<file path="config.mk">
export PLATFORM = sky130hd
export DESIGN_NAME = cordic_polar_to_rect
export DESIGN_NICKNAME = d
export VERILOG_FILES = /design/src/rtl/cordic_pkg.sv /design/src/rtl/cordic_polar_to_rect_atan_rom.sv /design/src/rtl/cordic_polar_to_rect.sv
export SDC_FILE = /design/constraint.sdc
export NUM_CORES = 1
export LEC_CHECK = 0
export ABC_AREA = 1
export CORE_MARGIN = 3
export CORE_UTILIZATION = 55
export DETAILED_ROUTE_END_ITERATION = 8
export PLACE_DENSITY = 0.76
export SETUP_SLACK_MARGIN = 0.02
export SLEW_MARGIN = 15
export SYNTH_ARGS = -nofsm -noshare
export SYNTH_HDL_FRONTEND = slang
export SYNTH_SLANG_ARGS = --single-unit
</file>
<file path="constraint.sdc">
create_clock -name clk -period 3.6 [get_ports clk]
set_clock_uncertainty 0.05 [all_clocks]
set_input_delay 0.72 -clock clk [delete_from_list [all_inputs] [get_ports clk]]
set_output_delay 0.72 -clock clk [all_outputs]
set_load 0.03 [all_outputs]
</file>
<file path="src/rtl/cordic_pkg.sv">
// Shared types, widths, arctangent table and saturation helper for the CORDIC block.
package cordic_pkg;

  typedef enum logic [1:0] {
    IDLE,
    ROTATE,
    DONE
  } state_t;

  localparam int DW = 12;
  localparam int AW = 12;
  localparam int IW = DW + 4;

  // Binary-angle units: 2^AW per full turn
  function automatic logic [AW-1:0] atan_lut(input int i);
    logic [AW-1:0] a;
    a = '0;
    case (i)
      0:  a = AW'(512);
      1:  a = AW'(302);
      2:  a = AW'(160);
      3:  a = AW'(81);
      4:  a = AW'(41);
      5:  a = AW'(20);
      6:  a = AW'(10);
      7:  a = AW'(5);
      8:  a = AW'(3);
      9:  a = AW'(1);
      10: a = AW'(1);
      default: a = '0;
    endcase
    return a;
  endfunction

  // Symmetric clamp to +/-(2^(w-1)-1)
  function automatic logic signed [IW-1:0] saturate(
    input logic signed [IW-1:0] v,
    input int w
  );
    logic signed [IW-1:0] lim;
    lim = IW'((1 << (w - 1)) - 1);
    if (v > lim) return lim;
    else if (v < -lim) return -lim;
    return v;
  endfunction

endpackage

</file>
<file path="src/rtl/cordic_polar_to_rect_atan_rom.sv">
// Combinational lookup: iteration index -> arctangent step.
module cordic_atan_rom
  import cordic_pkg::*;
#(
  parameter int IDX_W = 4
) (
  input  logic [IDX_W-1:0] idx,
  output logic [AW-1:0]    atan
);

  assign atan = atan_lut(int'(idx));

endmodule

</file>
<file path="src/rtl/cordic_polar_to_rect.sv">
// Iterative rotation-mode CORDIC, (r, theta) -> (x, y), one micro-rotation per clock.
// Optional CORDIC_ROUND_EN: round-half-up guard-bit removal instead of truncation.
module cordic_polar_to_rect
  import cordic_pkg::*;
#(
  parameter int WIDTH = DW,
  parameter int ANG_W = AW,
  parameter int ITER  = 11
) (
  input  logic             clk,
  input  logic             rst_n,
  input  logic             in_valid,
  output logic             in_ready,
  input  logic [WIDTH-1:0] in_mag,
  input  logic [ANG_W-1:0] in_ang,
  output logic             out_valid,
  input  logic             out_ready,
  output logic [WIDTH-1:0] out_x,
  output logic [WIDTH-1:0] out_y,
  output logic             busy
);

  localparam int IDX_W = $clog2(ITER + 1);
  localparam logic [ANG_W-1:0] HALF = ANG_W'(1) << (ANG_W - 1);
  localparam logic signed [ANG_W-1:0] QTR = ANG_W'(1) << (ANG_W - 2);
  localparam logic signed [IW-1:0] RND = IW'(2);

  state_t state, state_nx;

  logic [IDX_W-1:0] idx;
  logic signed [IW-1:0] x, y;
  logic signed [ANG_W-1:0] z;

  logic accept, last, dir;
  logic [AW-1:0] atan_i;
  logic signed [ANG_W-1:0] z_in, z0, z_rot;
  logic signed [IW-1:0] mag_ext, x0;
  logic signed [IW-1:0] xs, ys, x_rot, y_rot;
  logic signed [IW-1:0] x_drop, y_drop;
  logic signed [IW-1:0] x_sat, y_sat;

  cordic_atan_rom #(
    .IDX_W(IDX_W)
  ) u_rom (
    .idx (idx),
    .atan(atan_i)
  );

  assign accept = in_valid && in_ready;
  assign last   = (idx == IDX_W'(ITER));

  // Fold the left half-plane onto the right so the residual angle converges
  assign z_in    = signed'(in_ang);
  assign mag_ext = {{(IW-WIDTH-2){in_mag[WIDTH-1]}}, in_mag, 2'b00};

  always_comb begin
    x0 = mag_ext;
    z0 = z_in;
    if ((z_in > QTR) || (z_in < -QTR)) begin
      x0 = -mag_ext;
      z0 = signed'(in_ang - HALF);
    end
  end

  assign dir   = !z[ANG_W-1];
  assign xs    = x >>> idx;
  assign ys    = y >>> idx;
  assign x_rot = dir ? (x - ys) : (x + ys);
  assign y_rot = dir ? (y + xs) : (y - xs);
  assign z_rot = dir ? (z - signed'(atan_i))
                     : (z + signed'(atan_i));

`ifdef CORDIC_ROUND_EN
  assign x_drop = (x + RND) >>> 2;
  assign y_drop = (y + RND) >>> 2;
`else
  assign x_drop = x >>> 2;
  assign y_drop = y >>> 2;
`endif

  assign x_sat = saturate(x_drop, WIDTH);
  assign y_sat = saturate(y_drop, WIDTH);

  always_ff @(posedge clk or negedge rst_n) begin
    if (!rst_n) state <= IDLE;
    else        state <= state_nx;
  end

  always_comb begin
    state_nx = state;
    unique case (state)
      IDLE:    if (accept)    state_nx = ROTATE;
      ROTATE:  if (last)      state_nx = DONE;
      DONE:    if (out_ready) state_nx = IDLE;
      default: state_nx = IDLE;
    endcase
  end

  always_comb begin
    in_ready  = (state == IDLE);
    out_valid = (state == DONE);
    busy      = (state != IDLE);
  end

  always_ff @(posedge clk or negedge rst_n) begin
    if (!rst_n) begin
      idx   <= '0;
      x     <= '0;
      y     <= '0;
      z     <= '0;
      out_x <= '0;
      out_y <= '0;
    end else begin
      if (state == IDLE && accept) begin
        idx <= '0;
        x   <= x0;
        y   <= '0;
        z   <= z0;
      end else if (state == ROTATE) begin
        if (!last) begin
          idx <= idx + IDX_W'(1);
          x   <= x_rot;
          y   <= y_rot;
          z   <= z_rot;
        end else begin
          out_x <= WIDTH'(x_sat);
          out_y <= WIDTH'(y_sat);
        end
      end
    end
  end

endmodule

</file>
After elaboration in Yosys (flattened, before gate mapping). Memories as Yosys holds them, arrays and structs flattened. Cells that the tools add are included.

Flip-flop bits (word level): 74. ROM bits: 160. Input port bits: 28. Word-level logic and storage cells: 73. Memories: 1.

$add $sub $neg: 9. Order comparisons: 6. Equality and inequality tests: 7. Shift-type cells: 2. Muxes and demuxes: 31. Bitwise operators: 1. Reductions and logical operators: 9.

Memories: (name not given) (words 16, width 10, rd ports 1, clocked after Yosys merged registers in 0, wr ports 0, line cordic_pkg.sv:18) `case (i)`.

Operators with widths (number): $mux 16 (9); $mux 12 (11); $add 16x16->16 (2); $sshr 16x4->16 (2); $sub 16x16->16 (2); $gt 14x12->1 const B (2); $lt 14x12->1 const B (2); $neg 14->16 (1); $add 12x12->12 (1); $gt 12x12->1 const B (1); $lt 12x11->1 const B (1); $mux 4 (3); $sub 12x12->12 (1); $sub 12x12->12 const B (1); $mux 2 (3); $ne 2x1->1 const B (3); $pmux 2 s3 (1); $reduce_and 3->1 (2); $add 4x1->4 const B (1); $eq 4x4->1 const B (1); $mux 1 (4); $reduce_bool 2->1 (2); $eq 2x1->1 const B (1); $eq 2x2->1 const B (1); other kinds (6) (7).

Depth between registers and ports, before layout.
Depth in word-level cells: 6. Depth in mapped cells: 31. Depth with buffers taken out: 29.

Cells and area by module. From an unflattened synthesis, not the netlist that was laid out.

Cell total of the unflattened synthesis: 1233. Area total of the unflattened synthesis: 7787.5 sq um.

By module, submodules not included: cordic_polar_to_rect (instances 1, cells each 1187, area an instance 7542.2 sq um, sequential area each 1851.8 sq um); cordic_atan_rom (instances 1, cells each 46, area an instance 245.2 sq um, sequential area each 0.0 sq um).

Worst setup path before layout. Ideal clock, no wire load.

Path type: register to register. Start: register idx[0]. End: register y[9]. Library setup time: 122 ps. Arrival: 3331 ps. Required time: 3428 ps. Slack: 97 ps. Cell stages (with the launch flop): 20. Buffers on the path: 3. Period minus slack after synthesis: 3503 ps. Cells stage by stage: dfrtp_1 buf_6 buf_6 buf_6 o211ai_1 nand3_1 nand2_1 a21oi_2 ha_1 inv_1 o21ai_0 inv_1 ha_1 nand2_1 o21ai_0 a21oi_1 or2_2 a21oi_1 nand2_1 a32o_1.

Word-level cells in the longest chain between the ends: 6. Elaborated cells on any way between the ends: 10. Classes of those cells: 2 x add/sub; 2 x eq/ne; 1 x shift; 4 x mux; 1 x reduce/logical.

Ends and longest elaborated chain: start, declared (line cordic_polar_to_rect.sv:30) `logic [IDX_W-1:0] idx;`; start signal, assigned (line cordic_polar_to_rect.sv:121) `idx <= idx + IDX_W'(1);`; $sshr 16x4->16 (line cordic_polar_to_rect.sv:66) `assign xs = x >>> idx;`; $add 16x16->16 / $sub 16x16->16 (equally long branches) (line cordic_polar_to_rect.sv:69) `assign y_rot = dir ? (y + xs) : (y - xs);`; $mux 16 (line cordic_polar_to_rect.sv:69); $mux 16 (line cordic_polar_to_rect.sv:120) `if (!last) begin`; $mux 16 (line cordic_polar_to_rect.sv:119) `end else if (state == ROTATE) begin`; $mux 16 (line cordic_polar_to_rect.sv:114) `if (state == IDLE && accept) begin`; end signal, assigned (line cordic_polar_to_rect.sv:123) `y <= y_rot;`; end, declared (line cordic_polar_to_rect.sv:31) `logic signed [IW-1:0] x, y;`.

Parallel ways exist; a longest one is shown, timed or not. The select of a mux whose other input is x is not followed. A chain may end at the register's enable or synchronous reset.

Worst setup path in the final report.
Start: register idx[0]. End: register x[14].

Word-level cells in the longest chain between the ends: 6. Elaborated cells on any way between the ends: 10. Classes of those cells: 2 x add/sub; 2 x eq/ne; 1 x shift; 4 x mux; 1 x reduce/logical.

Ends and longest elaborated chain: $sshr 16x4->16 (line cordic_polar_to_rect.sv:67) `assign ys = y >>> idx;`; $sub 16x16->16 / $add 16x16->16 (equally long branches) (line cordic_polar_to_rect.sv:68) `assign x_rot = dir ? (x - ys) : (x + ys);`; $mux 16 (line cordic_polar_to_rect.sv:68); $mux 16 (line cordic_polar_to_rect.sv:120); $mux 16 (line cordic_polar_to_rect.sv:119); $mux 16 (line cordic_polar_to_rect.sv:114); end signal, assigned (line cordic_polar_to_rect.sv:122) `x <= x_rot;`; end, declared (line cordic_polar_to_rect.sv:31).

Parallel ways exist; a longest one is shown, timed or not. The select of a mux whose other input is x is not followed.

==> results <==
- In this run, synthesis inferred 0 flip-flops with an integrated enable.
- The highest achievable clock rate is between 200 and 300 MHz.
- In this run the cell area of the synthesized design comes to ~7600 µm².
- The critical setup path kind is flip-flop to flip-flop.
- Measured along the y axis, the die boundary spans about 120 µm.
- The cell at the root of the clock tree is sky130_fd_sc_hd__clkbuf_16.
- The first TritonRoute pass finished after 6 iterations.
- The synthesis-stage register bit count is 74.
- The number of global-route vias before repair is 8141.
- The worst path setup slack after routing is -0.309 ns.
- The final-report setup violation count is 8.
- The boundary pin count is 55.
- From synthesis to final layout, the design area changed by 44.7%.
- Summing all flip-flop and latch instances after layout gives between 1500 and 2000 µm².
- After detailed routing, the number of remaining DRC violations is 0.
- The count of endpoints failing hold in the final timing report was 0.
- The sum of routed wire length over all layers is roughly 28000 µm.
- The worst setup path is captured at a flip-flop.
- The cell repeated most along the worst path is sky130_fd_sc_hd__nand2_1.
- Summing all multi-input logic gate instances after layout gives 6040 µm².
- The count of H-tree levels built during CTS is 3.
- Routability-driven placement finished with a final weighted congestion of 0.982.
- The antenna diode instance count is 0.
- The required arrival time at the worst endpoint is ~3.8 ns.
- Once layout is complete, the utilization of the core stands at 82.5%.
- The fill cell instance count of the final layout is between 800 and 900.
- The fraction of final layout cells sized beyond drive strength 1 is 30.7%.
- The highest metal layer used by the detailed router is met4.
- The die width is ~120 µm.
- The average vias per placed instance is 5.97.
- Detailed routing inserted a total of ~9400 vias.
- The initial antenna violation count is 0.
- The cell taking the most area after synthesis is sky130_fd_sc_hd__dfrtp_1.
- The largest single stage delay on the critical path is around 0.46 ns.
- The core outline area is between 10000 and 15000 µm².
- The total die area is roughly 15000 µm².
- For the worst-skew pair, the clock arrives at the later sink with an insertion delay of around 0.36 ns.
- The quantity of hold-fixing buffers added after cts is 0.
- The number of buffer cells added on primary ports is between 50 and 60.
- The number of distinct library cells after synthesis is 51.
- The proportion of netlist area held by the largest area contributor is about a quarter.
- For this run, the post-layout net count is around 1500.
- The final max-slew violation count was 0.
- Summed over all layers, the global routing overflow is 0.
- The prevailing post-synth register cell is sky130_fd_sc_hd__dfrtp_1.
- The startpoint type of the worst setup path is a flip-flop.
- Dividing the synthesized area by the synthesized cell count gives around 6.4 µm².
- Setup repair after global routing could not meet its margin everywhere.
- The effective utilization at floorplan is 57.0%.
- In this run, the number of DRC markers left after iteration 0 of detailed routing was between 900 and 1000.
- In this run the cell area measured after placement is 9280 µm².
- The sequential element share of the synthesized area is 24.3%.
- The cell count after synthesis came out at 1186.
- Of all nets on the critical path, the largest fanout is 8.
- The endpoint arrival time on the critical path is slightly above 4 ns.
- The row count is 42.
- The final reports fail on negative setup slack.
- The post-route fraction of the period consumed by the critical path is 109%.
- After detailed routing, the average wire length per cell comes to about 18 µm.
- The largest individual stage delay along the critical path comes from the cell sky130_fd_sc_hd__dfrtp_2.
- The worst max-slew margin expressed relative to the limit is between 30% and 40%.
- Across the run, the number of max-cap violations was 0.
- The cell area after layout is approximately 11000 µm².
- The routed design uses about 2600 µm of met3 wire.
- By instance count, the leading cell after synthesis is sky130_fd_sc_hd__nand2_1.
- The first global-routing pass estimated between 30000 and 40000 µm of wire.
- The maximum clock path buffer count is 2.
- The number of nets still failing antenna checks after routing is 0.
- The class of the tightest hold or removal check is input port to asynchronous set/reset pin.
- The detailed route wirelength on metal2 is 13000 µm.
- Summed over all failing endpoints, the final setup total negative slack is -1.16 ns.
- The run finished, with violations left.
- The commonest cells after synthesis are 330 x sky130_fd_sc_hd__nand2_1, 120 x sky130_fd_sc_hd__nand3_1, 102 x sky130_fd_sc_hd__inv_1.
- Buffers inserted during clock tree synthesis total 9.
- The total nets after synthesis is approximately 1300.
- In the post-synthesis netlist, the biggest area contributors are sky130_fd_sc_hd__dfrtp_1 24%, sky130_fd_sc_hd__nand2_1 16%, sky130_fd_sc_hd__ha_1 9.5%, sky130_fd_sc_hd__nand3_1 7.9%, sky130_fd_sc_hd__a21oi_1 6.2%.
- The number of clock sinks is 74.
- The worst register-to-register path has a setup slack of -0.31 ns.
- The combined global-route utilization of all metal layers is about a third.
- The async set-reset flop share out of synthesis is 100%.
- The routed design could run at a clock period as short as 3.91 ns.
- The wire length on met1 is roughly 11000 µm.
- The largest net degree at the start of global routing is 75.
- Yosys printed 0 warnings.
- The placed wire-length estimate after detailed placement is approximately 18000 µm.
- The register clock-pin slew on the reported worst setup and hold paths is about 0.060 ns.
- The worst-margin pin slew is about 1 ns.
- TritonCTS built the clock tree.
metal layers:
metal  global-route usage (%)  vias to the layer above
met5                        0                        -
met4                     13.1                        0
met3                     5.54                      136
met2                     51.1                      535
met1                     43.9                     4340
li1                         -                     4358
repair_timing:
item | 4_1_cts | 5_1_grt
resized for setup | 66 | 207
gates cloned | 1 | 5
pin swaps | 31 | 119
buffers inserted | 11 | 26
endpoints found under the setup margin | 17 | 25
kinds of logic after synthesis:
| kind of cell | count (synthesis) | share of synthesized area (%) |
|---|---|---|
| buffers and inverters | 160 | 8.79 |
| flip-flops | 74 | 24.3 |
| AO/OA/AOI/OAI | 242 | 18.1 |
| adder cells (fa/ha/maj) | 61 | 10.3 |
| XOR/XNOR | 46 | 5.28 |
| AND/OR/NAND/NOR | 603 | 33.2 |
worst max-delay path, delay by kind of cell, from the launching register on:
family	cells	cell delay (ns)
xor gates and xnor gates	1	0.16
DFF	1	0.46
adders and majority gates	1	0.31
buffers and inverters	6	0.63
and+or+nand+nor	14	1.47
AOI/OAI and AO/OA	6	0.70
sequential cells by signal (all words and copies together) (netlist names):
signal / flops
out_y: 12
idx: 4
x: 16
out_x: 12
z: 12
y: 16
state: 2
worst paths after layout:
check / start / endpoint / cells after the start
setup reg to reg: idx[0] / x[14] / 28
hold reg to reg: z[0] / z[0] / 2
min in group clk: z[0] / z[0] / 2
hold / removal: rst_n / y[8] / 1
max in group asynchronous: rst_n / idx[2] / 1
setup / recovery: idx[0] / x[14] / 28
through the flow:
step	setup WS (ns)	std cells	hold slack (ns)
3_5_place_dp	-0.199	1513	0.432
5_1_grt	-0.454	1569	0.481
6_report	-0.309	1569	0.445
2_1_floorplan	0.0970	1186	0.374
4_1_cts	-0.0387	1541	0.446
3_3_place_gp	-0.201	1513	0.422
layout make-up:
class,count,area share (%)
sequential,74,16.8
clock buffer,9,2.04
inverter,113,3.91
clock inverter,7,1.13
multi-input combinational,952,54.7
tap,176,1.99
timing repair buffer,238,19.5
placed cells by master (no fill, tap or decap), types with 21 or more instances in the layout:
cell                              Yosys  layout
sky130_fd_sc_hd__nand2_1            330     286
sky130_fd_sc_hd__buf_4                1     160
sky130_fd_sc_hd__inv_1              102      94
sky130_fd_sc_hd__nor2_1             101      89
sky130_fd_sc_hd__nand3_1            120      78
sky130_fd_sc_hd__dfrtp_1             74      71
sky130_fd_sc_hd__a21oi_1             94      63
sky130_fd_sc_hd__clkdlybuf4s50_1      0      53
sky130_fd_sc_hd__nand2_2              8      45
sky130_fd_sc_hd__ha_1                58      42
sky130_fd_sc_hd__nand3_2              1      41
sky130_fd_sc_hd__o21ai_0             66      35
sky130_fd_sc_hd__a21oi_2              4      32
sky130_fd_sc_hd__o21ai_1             17      30
sky130_fd_sc_hd__xor2_1              24      24
sky130_fd_sc_hd__xnor2_1             22      22
sky130_fd_sc_hd__o21ai_2              3      21
Power is left out: the tool's default activity adds up to more than one toggle a clock period on the data nets, which glitch-free logic cannot reach.
